### src/rtl/cpu_pkg.sv
// Shared definitions for the 16-bit accumulator CPU: opcodes, reset vector and
// the memory-reference classification used for indirect addressing.
package cpu_pkg;

    localparam logic [15:0] RESET_PC = 16'h0100;

    localparam logic [3:0] OP_LOAD  = 4'h1;
    localparam logic [3:0] OP_STORE = 4'h2;
    localparam logic [3:0] OP_ADD   = 4'h3;
    localparam logic [3:0] OP_SUB   = 4'h4;
    localparam logic [3:0] OP_AND   = 4'h5;
    localparam logic [3:0] OP_OR    = 4'h6;
    localparam logic [3:0] OP_NOT   = 4'h7;
    localparam logic [3:0] OP_BACK  = 4'h8;
    localparam logic [3:0] OP_SKIP  = 4'h9;
    localparam logic [3:0] OP_JUMP  = 4'hA;
    localparam logic [3:0] OP_CLEAR = 4'hB;
    localparam logic [3:0] OP_MUL   = 4'hC;
    localparam logic [3:0] OP_HALT  = 4'hF;

    // Only these opcodes carry an operand address whose bit 11 selects indirection.
    function automatic logic is_mem_ref(input logic [3:0] opcode);
        logic r;
        r = 1'b0;
        case (opcode)
            OP_LOAD, OP_STORE, OP_ADD, OP_SUB,
            OP_AND, OP_OR, OP_NOT, OP_MUL: r = 1'b1;
            default:                       r = 1'b0;
        endcase
        return r;
    endfunction

endpackage

### src/rtl/fetch_unit_if.sv
// Fetch unit bus bundle: RAM port, issue handshake to execute, PC redirect.
// Handshake: an instruction transfers on any rising edge where ir_valid && ir_ready;
// ir_out/ir_pc/ir_valid stay stable while ir_valid=1 and ir_ready=0.
interface fetch_unit_if #(
    parameter int ADDR_WIDTH = 15,
    parameter int DATA_WIDTH = 16
);
    logic [ADDR_WIDTH-1:0] mem_addr;
    logic                  mem_cs;
    logic                  mem_we;
    logic                  mem_oe;
    logic [DATA_WIDTH-1:0] mem_rdata;
    logic                  bus_busy;
    logic [15:0]           ir_out;
    logic [15:0]           ir_pc;
    logic                  ir_valid;
    logic                  ir_ready;
    logic                  redirect_valid;
    logic [15:0]           redirect_pc;
    logic                  halted;

    modport master (
        output mem_addr, mem_cs, mem_we, mem_oe, bus_busy,
        output ir_out, ir_pc, ir_valid, halted,
        input  mem_rdata, ir_ready, redirect_valid, redirect_pc
    );

    modport slave (
        input  mem_addr, mem_cs, mem_we, mem_oe, bus_busy,
        input  ir_out, ir_pc, ir_valid, halted,
        output mem_rdata, ir_ready, redirect_valid, redirect_pc
    );
endinterface

### src/rtl/fetch_unit.sv
// Instruction fetch front end: owns PC, reads the instruction word, resolves one
// level of indirection for memory-reference opcodes and issues to execute.
module fetch_unit
    import cpu_pkg::*;
#(
    parameter int          ADDR_WIDTH = 15,
    parameter int          DATA_WIDTH = 16,
    parameter int          RD_LAT     = 2,
    parameter logic [15:0] RESET_PC_P = RESET_PC
) (
    input  logic              clk,
    input  logic              rst_n,
    fetch_unit_if.master      bus,
    output logic [2:0]        dbg_state
);

    typedef enum logic [2:0] {
        START  = 3'd0,
        FWAIT  = 3'd1,
        DECODE = 3'd2,
        IWAIT  = 3'd3,
        ISSUE  = 3'd4,
        HALT   = 3'd5
    } state_t;

    localparam logic [2:0] LAT_LAST = 3'(RD_LAT - 1);

    state_t                state_q, state_d;
    logic [15:0]           pc_q, pc_d;
    logic [15:0]           ir_q, ir_d;
    logic [15:0]           ir_out_q, ir_out_d;
    logic [15:0]           ir_pc_q, ir_pc_d;
    logic                  valid_q, valid_d;
    logic                  halted_q, halted_d;
    logic                  busy_q, busy_d;
    logic [ADDR_WIDTH-1:0] addr_q, addr_d;
    logic                  rd_q, rd_d;
    logic [2:0]            lat_q, lat_d;
    logic                  launch;
    logic [15:0]           launch_pc;

    always_ff @(posedge clk) begin
        if (!rst_n) begin
            state_q  <= START;
            pc_q     <= RESET_PC_P;
            ir_q     <= '0;
            ir_out_q <= '0;
            ir_pc_q  <= '0;
            valid_q  <= 1'b0;
            halted_q <= 1'b0;
            busy_q   <= 1'b0;
            addr_q   <= '0;
            rd_q     <= 1'b0;
            lat_q    <= '0;
        end else begin
            state_q  <= state_d;
            pc_q     <= pc_d;
            ir_q     <= ir_d;
            ir_out_q <= ir_out_d;
            ir_pc_q  <= ir_pc_d;
            valid_q  <= valid_d;
            halted_q <= halted_d;
            busy_q   <= busy_d;
            addr_q   <= addr_d;
            rd_q     <= rd_d;
            lat_q    <= lat_d;
        end
    end

    always_comb begin
        state_d   = state_q;
        pc_d      = pc_q;
        ir_d      = ir_q;
        ir_out_d  = ir_out_q;
        ir_pc_d   = ir_pc_q;
        valid_d   = valid_q;
        halted_d  = halted_q;
        busy_d    = busy_q;
        addr_d    = addr_q;
        rd_d      = rd_q;
        lat_d     = lat_q;
        launch    = 1'b0;
        launch_pc = pc_q;

        case (state_q)
            START: launch = 1'b1;
            FWAIT: begin
                if (lat_q == LAT_LAST) begin
                    ir_d    = bus.mem_rdata;
                    ir_pc_d = pc_q;
                    pc_d    = pc_q + 16'd1;
                    rd_d    = 1'b0;
                    state_d = DECODE;
                end else begin
                    lat_d = lat_q + 3'd1;
                end
            end
            DECODE: begin
                if (ir_q[11] && is_mem_ref(ir_q[15:12])) begin
                    addr_d  = ADDR_WIDTH'(ir_q[11:0]);
                    rd_d    = 1'b1;
                    lat_d   = '0;
                    state_d = IWAIT;
                end else begin
                    ir_out_d = ir_q;
                    valid_d  = 1'b1;
                    busy_d   = 1'b0;
                    state_d  = ISSUE;
                end
            end
            IWAIT: begin
                if (lat_q == LAT_LAST) begin
                    // Single level only: the pointer's own bit 11 is ignored.
                    ir_out_d = {ir_q[15:12], bus.mem_rdata[11:0]};
                    rd_d     = 1'b0;
                    valid_d  = 1'b1;
                    busy_d   = 1'b0;
                    state_d  = ISSUE;
                end else begin
                    lat_d = lat_q + 3'd1;
                end
            end
            ISSUE: begin
                if (valid_q && bus.ir_ready) begin
                    valid_d = 1'b0;
                    if (ir_out_q[15:12] == OP_HALT) begin
                        state_d  = HALT;
                        halted_d = 1'b1;
                    end else begin
                        launch = 1'b1;
                    end
                end
            end
            HALT: ;
            default: state_d = START;
        endcase

        // Redirect beats everything but reset; any in-flight capture is discarded.
        if (bus.redirect_valid && state_q != HALT) begin
            launch    = 1'b1;
            launch_pc = bus.redirect_pc;
            pc_d      = bus.redirect_pc;
            ir_d      = ir_q;
            ir_pc_d   = ir_pc_q;
            valid_d   = 1'b0;
            halted_d  = halted_q;
        end

        if (launch) begin
            addr_d  = launch_pc[ADDR_WIDTH-1:0];
            rd_d    = 1'b1;
            busy_d  = 1'b1;
            lat_d   = '0;
            state_d = FWAIT;
        end
    end

    assign bus.mem_addr = addr_q;
    assign bus.mem_cs   = rd_q;
    assign bus.mem_oe   = rd_q;
    assign bus.mem_we   = 1'b0;
    assign bus.bus_busy = busy_q;
    assign bus.ir_out   = ir_out_q;
    assign bus.ir_pc    = ir_pc_q;
    assign bus.ir_valid = valid_q;
    assign bus.halted   = halted_q;
    assign dbg_state    = state_q;

endmodule

### src/flat_wrapper.sv
// flat-port wrapper written by rule: the top's interface ports become plain ports
module fetch_unit_flat import cpu_pkg::*;
#(
    parameter int          ADDR_WIDTH = 15,
    parameter int          DATA_WIDTH = 16,
    parameter int          RD_LAT     = 2,
    parameter logic [15:0] RESET_PC_P = RESET_PC
)
  (clk, rst_n, dbg_state, bus_mem_addr, bus_mem_cs, bus_mem_we, bus_mem_oe, bus_bus_busy, bus_ir_out, bus_ir_pc, bus_ir_valid, bus_halted, bus_mem_rdata, bus_ir_ready, bus_redirect_valid, bus_redirect_pc);
  fetch_unit_if #(.ADDR_WIDTH(ADDR_WIDTH), .DATA_WIDTH(DATA_WIDTH)) bus_i ();
  input  logic clk;
  input  logic rst_n;
  output logic [2:0] dbg_state;
  output wire logic [$bits(bus_i.mem_addr)-1:0] bus_mem_addr;
  output wire logic [$bits(bus_i.mem_cs)-1:0] bus_mem_cs;
  output wire logic [$bits(bus_i.mem_we)-1:0] bus_mem_we;
  output wire logic [$bits(bus_i.mem_oe)-1:0] bus_mem_oe;
  output wire logic [$bits(bus_i.bus_busy)-1:0] bus_bus_busy;
  output wire logic [$bits(bus_i.ir_out)-1:0] bus_ir_out;
  output wire logic [$bits(bus_i.ir_pc)-1:0] bus_ir_pc;
  output wire logic [$bits(bus_i.ir_valid)-1:0] bus_ir_valid;
  output wire logic [$bits(bus_i.halted)-1:0] bus_halted;
  input wire logic [$bits(bus_i.mem_rdata)-1:0] bus_mem_rdata;
  input wire logic [$bits(bus_i.ir_ready)-1:0] bus_ir_ready;
  input wire logic [$bits(bus_i.redirect_valid)-1:0] bus_redirect_valid;
  input wire logic [$bits(bus_i.redirect_pc)-1:0] bus_redirect_pc;
  assign bus_mem_addr = bus_i.mem_addr;
  assign bus_mem_cs = bus_i.mem_cs;
  assign bus_mem_we = bus_i.mem_we;
  assign bus_mem_oe = bus_i.mem_oe;
  assign bus_bus_busy = bus_i.bus_busy;
  assign bus_ir_out = bus_i.ir_out;
  assign bus_ir_pc = bus_i.ir_pc;
  assign bus_ir_valid = bus_i.ir_valid;
  assign bus_halted = bus_i.halted;
  assign bus_i.mem_rdata = bus_mem_rdata;
  assign bus_i.ir_ready = bus_ir_ready;
  assign bus_i.redirect_valid = bus_redirect_valid;
  assign bus_i.redirect_pc = bus_redirect_pc;
  fetch_unit #(.ADDR_WIDTH(ADDR_WIDTH), .DATA_WIDTH(DATA_WIDTH), .RD_LAT(RD_LAT), .RESET_PC_P(RESET_PC_P)) u_core (.clk(clk), .rst_n(rst_n), .bus(bus_i), .dbg_state(dbg_state));
endmodule
### config.mk
export PLATFORM = sky130hd
export DESIGN_NAME = fetch_unit_flat
export DESIGN_NICKNAME = d
export VERILOG_FILES = /design/src/rtl/cpu_pkg.sv /design/src/rtl/fetch_unit_if.sv /design/src/rtl/fetch_unit.sv /design/src/flat_wrapper.sv
export SDC_FILE = /design/constraint.sdc
export NUM_CORES = 1
export LEC_CHECK = 0
export CORE_ASPECT_RATIO = 1.25
export CORE_MARGIN = 1.5
export CORE_UTILIZATION = 45
export DETAILED_ROUTE_END_ITERATION = 10
export PLACE_DENSITY = 0.75
export SLEW_MARGIN = 10
export SYNTH_ARGS = -nofsm -noshare
export SYNTH_HDL_FRONTEND = slang
export SYNTH_SLANG_ARGS = --single-unit
### constraint.sdc
create_clock -name clk -period 1.6 [get_ports clk]
set_input_delay 0.24 -clock clk [delete_from_list [all_inputs] [get_ports clk]]
set_output_delay 0.24 -clock clk [all_outputs]
set_load 0.05 [all_outputs]
### Word-level counts from Yosys, hierarchy flattened

Memory sizes are Yosys's and may differ from the RTL's. A register that Yosys moved wholly into a read port is not among the register bits.
Cells that the tools add are included.

| word-level totals | value |
|---|---|
| input port bits | 36 |
| ROM bits | 16 |
| output and inout port bits | 56 |
| memories | 1 |
| bits in registers | 89 |
| word-level logic and storage cells | 107 |

Memories:

| name | words | width | rd ports | clocked after memory_dff | write ports | RTL line | source |
|---|---|---|---|---|---|---|---|
| (name not given) | 16 | 1 | 1 | 1 | 0 | cpu_pkg.sv:25 | `case (opcode)` |

| cells by class | value |
|---|---|
| reductions and logical operators | 28 |
| equality and inequality tests | 23 |
| muxes and demuxes | 38 |
| bitwise logic cells | 3 |
| add/subtract/negate cells | 2 |

Operator list:

| kind | number |
|---|---|
| 2-to-1 mux 16 bit | 5 |
| 2-to-1 mux 15 bit | 4 |
| case mux 16 bit (2 select lines) | 1 |
| 2-to-1 mux 3 bit | 7 |
| != test 3 x 1 -> 1 bit (second input constant) | 6 |
| adder 16 x 1 -> 16 bit (second input constant) | 1 |
| case mux 3 bit (5 select lines) | 1 |
| AND reduction 3 bit | 5 |
| 2-to-1 mux 1 bit | 13 |
| != test 2 x 1 -> 1 bit (second input constant) | 6 |
| nonzero test 2 bit | 6 |
| AND reduction 5 bit | 2 |
| nonzero test 3 bit | 3 |
| 2-to-1 mux 4 bit | 2 |
| AND reduction 4 bit | 2 |
| OR reduction 2 bit | 4 |
| == test 3 x 1 -> 1 bit (second input constant) | 2 |
| == test 3 x 2 -> 1 bit (second input constant) | 2 |
| == test 3 bit (second input constant) | 2 |
| case mux 1 bit (2 select lines) | 3 |
| case mux 3 bit (2 select lines) | 1 |
| == test 4 bit (second input constant) | 1 |
| != test 2 bit (second input constant) | 2 |
| AND reduction 2 bit | 2 |
| other kinds (7) | 11 |

### Logic depth before layout (Yosys ltp)

| depth | value |
|---|---|
| word-level depth | 7 |
| gate-level depth with buffers | 10 |
| gate-level depth less buffers | 7 |

### Worst setup path before layout

Ideal clock, no wire load.

| path | value |
|---|---|
| kind | reg2reg |
| start point | register u_core.state_q[1], in the netlist u_core.dbg_state[1] |
| end point | register u_core.addr_q[10], in the netlist u_core.bus.mem_addr[10] |
| data required time | 1.478 ns |
| period minus slack after synthesis | 2.098 ns |
| setup slack | -0.498 ns |
| setup time | 0.122 ns |
| stages on the path, launching flop included | 7 |
| path buffers | 2 |
| arrival | 1.976 ns |
| cells stage by stage | dfxtp_1 -> buf_2 -> or3b_4 -> nor2_4 -> nor2_1 -> buf_2 -> a221o_1 |

| between the ends | value |
|---|---|
| longest elaborated chain between the ends | 5 |
| elaborated cells between the ends (all ways) | 12 |
| those cells by class | eq/ne: 3; mux: 4; reduce/logical: 5 |

Ends and longest elaborated chain:

| what | RTL line | source |
|---|---|---|
| start: declaration | fetch_unit.sv:28 | `state_t state_q, state_d;` |
| start signal: assignment | fetch_unit.sv:56 | `state_q <= state_d;` |
| == test 3 bit, or another cell as far along | fetch_unit.sv:85 | `case (state_q)` |
| case mux 1 bit (2 select lines) or logical AND 1 bit (tied branches) | fetch_unit.sv:85, fetch_unit.sv:139 |  |
| 2-to-1 mux 1 bit | fetch_unit.sv:139 | `if (bus.redirect_valid && state_q != HALT) begin` |
| nonzero test 2 bit (no line) | - |  |
| AND reduction 2 bit (no line) | - |  |
| end signal: assignment | fetch_unit.sv:64 | `addr_q <= addr_d;` |
| end: declaration | fetch_unit.sv:36 | `logic [ADDR_WIDTH-1:0] addr_q, addr_d;` |

Several ways; a longest one is shown, not always the timed one.
A chain may end at the register's enable or synchronous reset.

### Worst setup path after layout

| path | value |
|---|---|
| start point | register u_core.state_q[1], in the netlist u_core.dbg_state[1] |
| end point | register u_core.ir_out_q[5], in the netlist u_core.bus.ir_out[5] |

| between the ends | value |
|---|---|
| longest elaborated chain between the ends | 3 |
| elaborated cells between the ends (all ways) | 7 |
| those cells by class | eq/ne: 4; mux: 1; reduce/logical: 2 |

Ends and longest elaborated chain:

| what | RTL line | source |
|---|---|---|
| == test 3 x 2 -> 1 bit | fetch_unit.sv:85 |  |
| != test 2 x 1 -> 1 bit (no line), or another cell as far along | - |  |
| AND reduction 3 bit (no line) | - |  |
| end signal: assignment | fetch_unit.sv:59 | `ir_out_q <= ir_out_d;` |
| end: declaration | fetch_unit.sv:31 | `logic [15:0] ir_out_q, ir_out_d;` |

Several ways; a longest one is shown, not always the timed one.

==> impl_metrics.tcl <==
set metrics [dict create \
    via_per_inst 5.918 \
    critical_path.endpoint_type "register" \
    place_hpwl_um 8660 \
    synth_simple_gate_area_share_pct 22.33 \
    largest_family_of_logic_cells_by_synthesized_area "simple AND/OR/NAND/NOR gates" \
    critical_path.top_delay_family "compound AO/OA/AOI/OAI gates" \
    gp_congestion 0.8906 \
    yosysWarnings 0 \
    drt_drc_violations_left 0 \
    static_leakage_nw 2.631 \
    rrSetupSlack_ns -0.22 \
    yosys.cell_types.count 49 \
    ys_ff_latch 90 \
    vias 4663 \
    fmax_ghz 0.5503 \
    detailedRoute.firstPassIterationCount 5 \
    vdd.ir_drop.worst_uv 461.5 \
    power_dens_cells_nw_per_um2 719.2 \
    critical_path.slowest_cell "sky130_fd_sc_hd__or3b_4" \
    ctsHtreeMaxLevel 3 \
    synth-main-ff-cell "sky130_fd_sc_hd__dfxtp_1" \
    internal_power_mw 3.372 \
    reg2reg_from "u_core.dbg_state[1]" \
    synth_area_per_cell_sq_um 8.260 \
    crit_path_start_kind "register" \
    synth_edf_count 0 \
    critical_path_buf_inv_count 2 \
    grt_first_pass_wirelength_um 19890 \
    nNetsFinal 702 \
    yosys.area_share.adder_pct 0.9331 \
    cts_inserted_buffers 9 \
    mappedNetlistArea_sq_um 4023 \
    final_antenna_net_count 0 \
    antenna_found_initial 0 \
    final_critical_path_time_including_i_o_delays_and_setup_ns 1.817 \
    worst_setup_path_startpoint "u_core.dbg_state[1]" \
    min_path_type "primary input to register" \
    report.final.slew_viol_count 0 \
    grtUsageMet1_pct 33.17 \
    synthesis.nets 526 \
    timing.final.crit_share_pct 113.6 \
    clock_latency_of_the_later_clocked_register_in_the_worst_skew_pair_ns 0.38 \
    die_w_um 87.57 \
    crit_end "u_core.bus.ir_out[5]" \
    post-route-worst-setup-slack_ns -0.2173 \
    multiplexer_share_of_the_synthesized_area_pct 3.981 \
    coreArea_sq_um 8701 \
    switching_power_mw 1.403 \
    worstSetupPathType "register to register" \
    power.share.clock_pct 33.4 \
    dpl-instance-area_sq_um 5358 \
    cts.sinks 90 \
    cp_cell_sequence "or3b_4 -> a21oi_2 -> o21bai_4 -> buf_4 -> buf_6 -> nor2_1 -> a211oi_1" \
    hold_viol_final 0 \
    power_frac_comb_pct 17.4 \
    drive_gt1_share_pct 43.86 \
    total_inserted_antenna_cells 0 \
    final_cell_count_without_fillers 788 \
    floorplan.initialDensity_pct 46.23 \
    place.port_buffers 90 \
    clock_tree.buffer_depth 2 \
    clk_pin_slew_ns 0.10 \
    vias_in_the_first_global_route 4089 \
    synth_compound_gate_area_share_pct 20.50 \
    violations "negative setup slack" \
    wirelength_um 15660 \
    worst_r2r_path_depth 7 \
    rows 38 \
    xor_and_xnor_fraction_of_the_mapped_netlist_area_pct 1.960 \
    grt-ovfl-total 0 \
    outcome "finished with violations" \
    worst_r2r_endpoint "u_core.bus.ir_out[5]" \
    rsz0062_at_grt "true" \
    path_depth 7 \
    layout_common_cells "116 x sky130_fd_sc_hd__buf_4, 81 x sky130_fd_sc_hd__nand2_1, 77 x sky130_fd_sc_hd__dfxtp_1, 37 x sky130_fd_sc_hd__a21oi_1, 35 x sky130_fd_sc_hd__clkdlybuf4s50_1" \
    critical_path_fanouts_max 5 \
    die_y_extent_um 108.7 \
    grt_start_max_net_pins 45 \
    groute.layer.met2.usage_pct 45.44 \
    design.die.area_sq_um 9519 \
    critPathRequiredTime_ns 1.88 \
    clk_root_buffer_cell "sky130_fd_sc_hd__clkbuf_8" \
    layout.cells.most_common "sky130_fd_sc_hd__buf_4" \
    sw_share_pct 29.37 \
    async_reset_ff_share_pct 0 \
    drt-wirelength-per-cell_um 19.88 \
    power.share.sequential_pct 49.2 \
    globalRoute.busiestLayer "met2" \
    setup_viol 80 \
    detailedRoute.firstIterationViolations 378 \
    netlist_instances 487 \
    cts_tree "built" \
    boundaryPins 92 \
    cap_viol_max_count 0 \
    arrival_ns 2.09 \
    postLayoutCellArea_sq_um 6639 \
    critical-path-max-stage-delay_ns 0.41 \
    yosysSeqAreaShare_pct 44.79 \
    finalClockSkew_ns 0.01063 \
    use_met3_pct 5.375 \
    core_util_final_pct 76.30 \
    total_routing_usage_gr_pct 27.23 \
    syn2layout_area_growth_pct 65.04 \
    dpl.cell_count 724 \
]
## worst min path at each step
stage          slack, ns                 start              endpoint  cells after the start
2_1_floorplan       0.38      bus_mem_rdata[0]        u_core.ir_q[0]                      2
3_3_place_gp        0.45  u_core.bus.ir_pc[12]  u_core.bus.ir_pc[12]                      2
3_5_place_dp        0.45  u_core.bus.ir_pc[13]  u_core.bus.ir_pc[13]                      2
4_1_cts             0.44     bus_mem_rdata[15]       u_core.ir_q[15]                      3
5_1_grt             0.46     bus_mem_rdata[13]       u_core.ir_q[13]                      3
6_report            0.45     bus_mem_rdata[13]       u_core.ir_q[13]                      3
## tightest hold or removal path, stage by stage
cell                              delay [ns]
sky130_fd_sc_hd__clkdlybuf4s50_1        0.42
sky130_fd_sc_hd__nand2_1                0.07
sky130_fd_sc_hd__a21oi_1                0.05
## stage by stage
step	setup TNS [ns]	power [mW]	worst slack, ns	hold WS (ns)
3_3_place_gp	-7.925	3.021	-0.1756	0.4472
4_1_cts	-2.644	4.632	-0.09304	0.4379
5_1_grt	-11.85	4.902	-0.2294	0.4606
2_1_floorplan	-6.584	2.741	-0.1258	0.3760
6_report	-8.313	4.775	-0.2173	0.4482
3_5_place_dp	-14.72	3.028	-0.3341	0.4508
## cells by family after synthesis
logic type / after synthesis
and+or+nand+nor: 201
muxes: 16
xor gates and xnor gates: 9
DFF: 90
adders and majority gates: 3
other: 1
AOI/OAI and AO/OA: 126
buffers and inverters: 41
## Yosys cell counts, drive strengths merged, types with 2 or more instances
library cell | instances | share of area, %
a22o | 2 | 0.44
mux2i | 16 | 4.0
ha | 3 | 0.93
dfxtp | 90 | 45
nor3 | 6 | 0.75
o21ai | 9 | 1.1
and2 | 2 | 0.31
a221o | 10 | 2.5
nand2b | 2 | 0.31
a41oi | 2 | 0.44
o31a | 4 | 0.87
o22ai | 6 | 0.93
and3 | 3 | 0.47
xor2 | 6 | 1.3
xnor2 | 3 | 0.65
nor2b | 7 | 1.1
inv | 6 | 0.56
nand3b | 2 | 0.37
a211oi | 19 | 3.5
nand4 | 8 | 1.2
a311oi | 3 | 0.65
nor3b | 3 | 0.56
o21a | 3 | 0.56
nand2 | 100 | 9.5
buf | 22 | 3.6
a21oi | 59 | 7.4
nor2 | 47 | 4.6
clkbuf | 13 | 1.2
nand3 | 17 | 2.1
## flip-flops by register name, summed over array words and instances (netlist names), named ones only
| name | flops |
|---|---|
| u_core.bus.bus_busy | 1 |
| u_core.bus.halted | 1 |
| u_core.bus.ir_out | 16 |
| u_core.bus.ir_pc | 16 |
| u_core.bus.ir_valid | 1 |
| u_core.bus.mem_addr | 15 |
| u_core.bus.mem_cs | 1 |
| u_core.dbg_state | 3 |
| u_core.ir_q | 16 |
| u_core.lat_q | 3 |
| u_core.pc_q | 16 |
## repair_timing
item,CTS,global route
buffers inserted,14,32
cloned,2,5
hold buffers,0,0
gates resized for setup,47,116
endpoints found under the setup margin,72,83
hold endpoints to repair,0,0
pin swaps,22,49
## metal layers
layer / vias to the layer above / wire length [um] / part of all wire, %
met3: 80 / 1221 / 7.8
met5: - / 0 / 0
met1: 2209 / 5827 / 37
met4: 0 / 958 / 6.1
li1: 2068 / - / -
met2: 306 / 7656 / 49
## area by class of cell
cell class / instances / area, sq um
Multi-Input combinational cell: 358 / 2534
Clock buffer: 10 / 127.6
Tap cell: 120 / 150.1
Inverter: 6 / 22.52
Sequential cell: 90 / 1836
Fill cell: 545 / 2062
Timing Repair Buffer: 198 / 1903
Clock inverter: 6 / 66.31
## power by group through the flow
stage / clock network, mW / logic (mW) / registers (mW)
floorplan: 0 / 0.237 / 2.50
global placement: 0 / 0.627 / 2.39
detailed placement: 0 / 0.634 / 2.39
CTS: 1.61 / 0.688 / 2.34
global route: 1.69 / 0.864 / 2.35
finish: 1.60 / 0.832 / 2.35
Power figures use the tool's default switching activity.
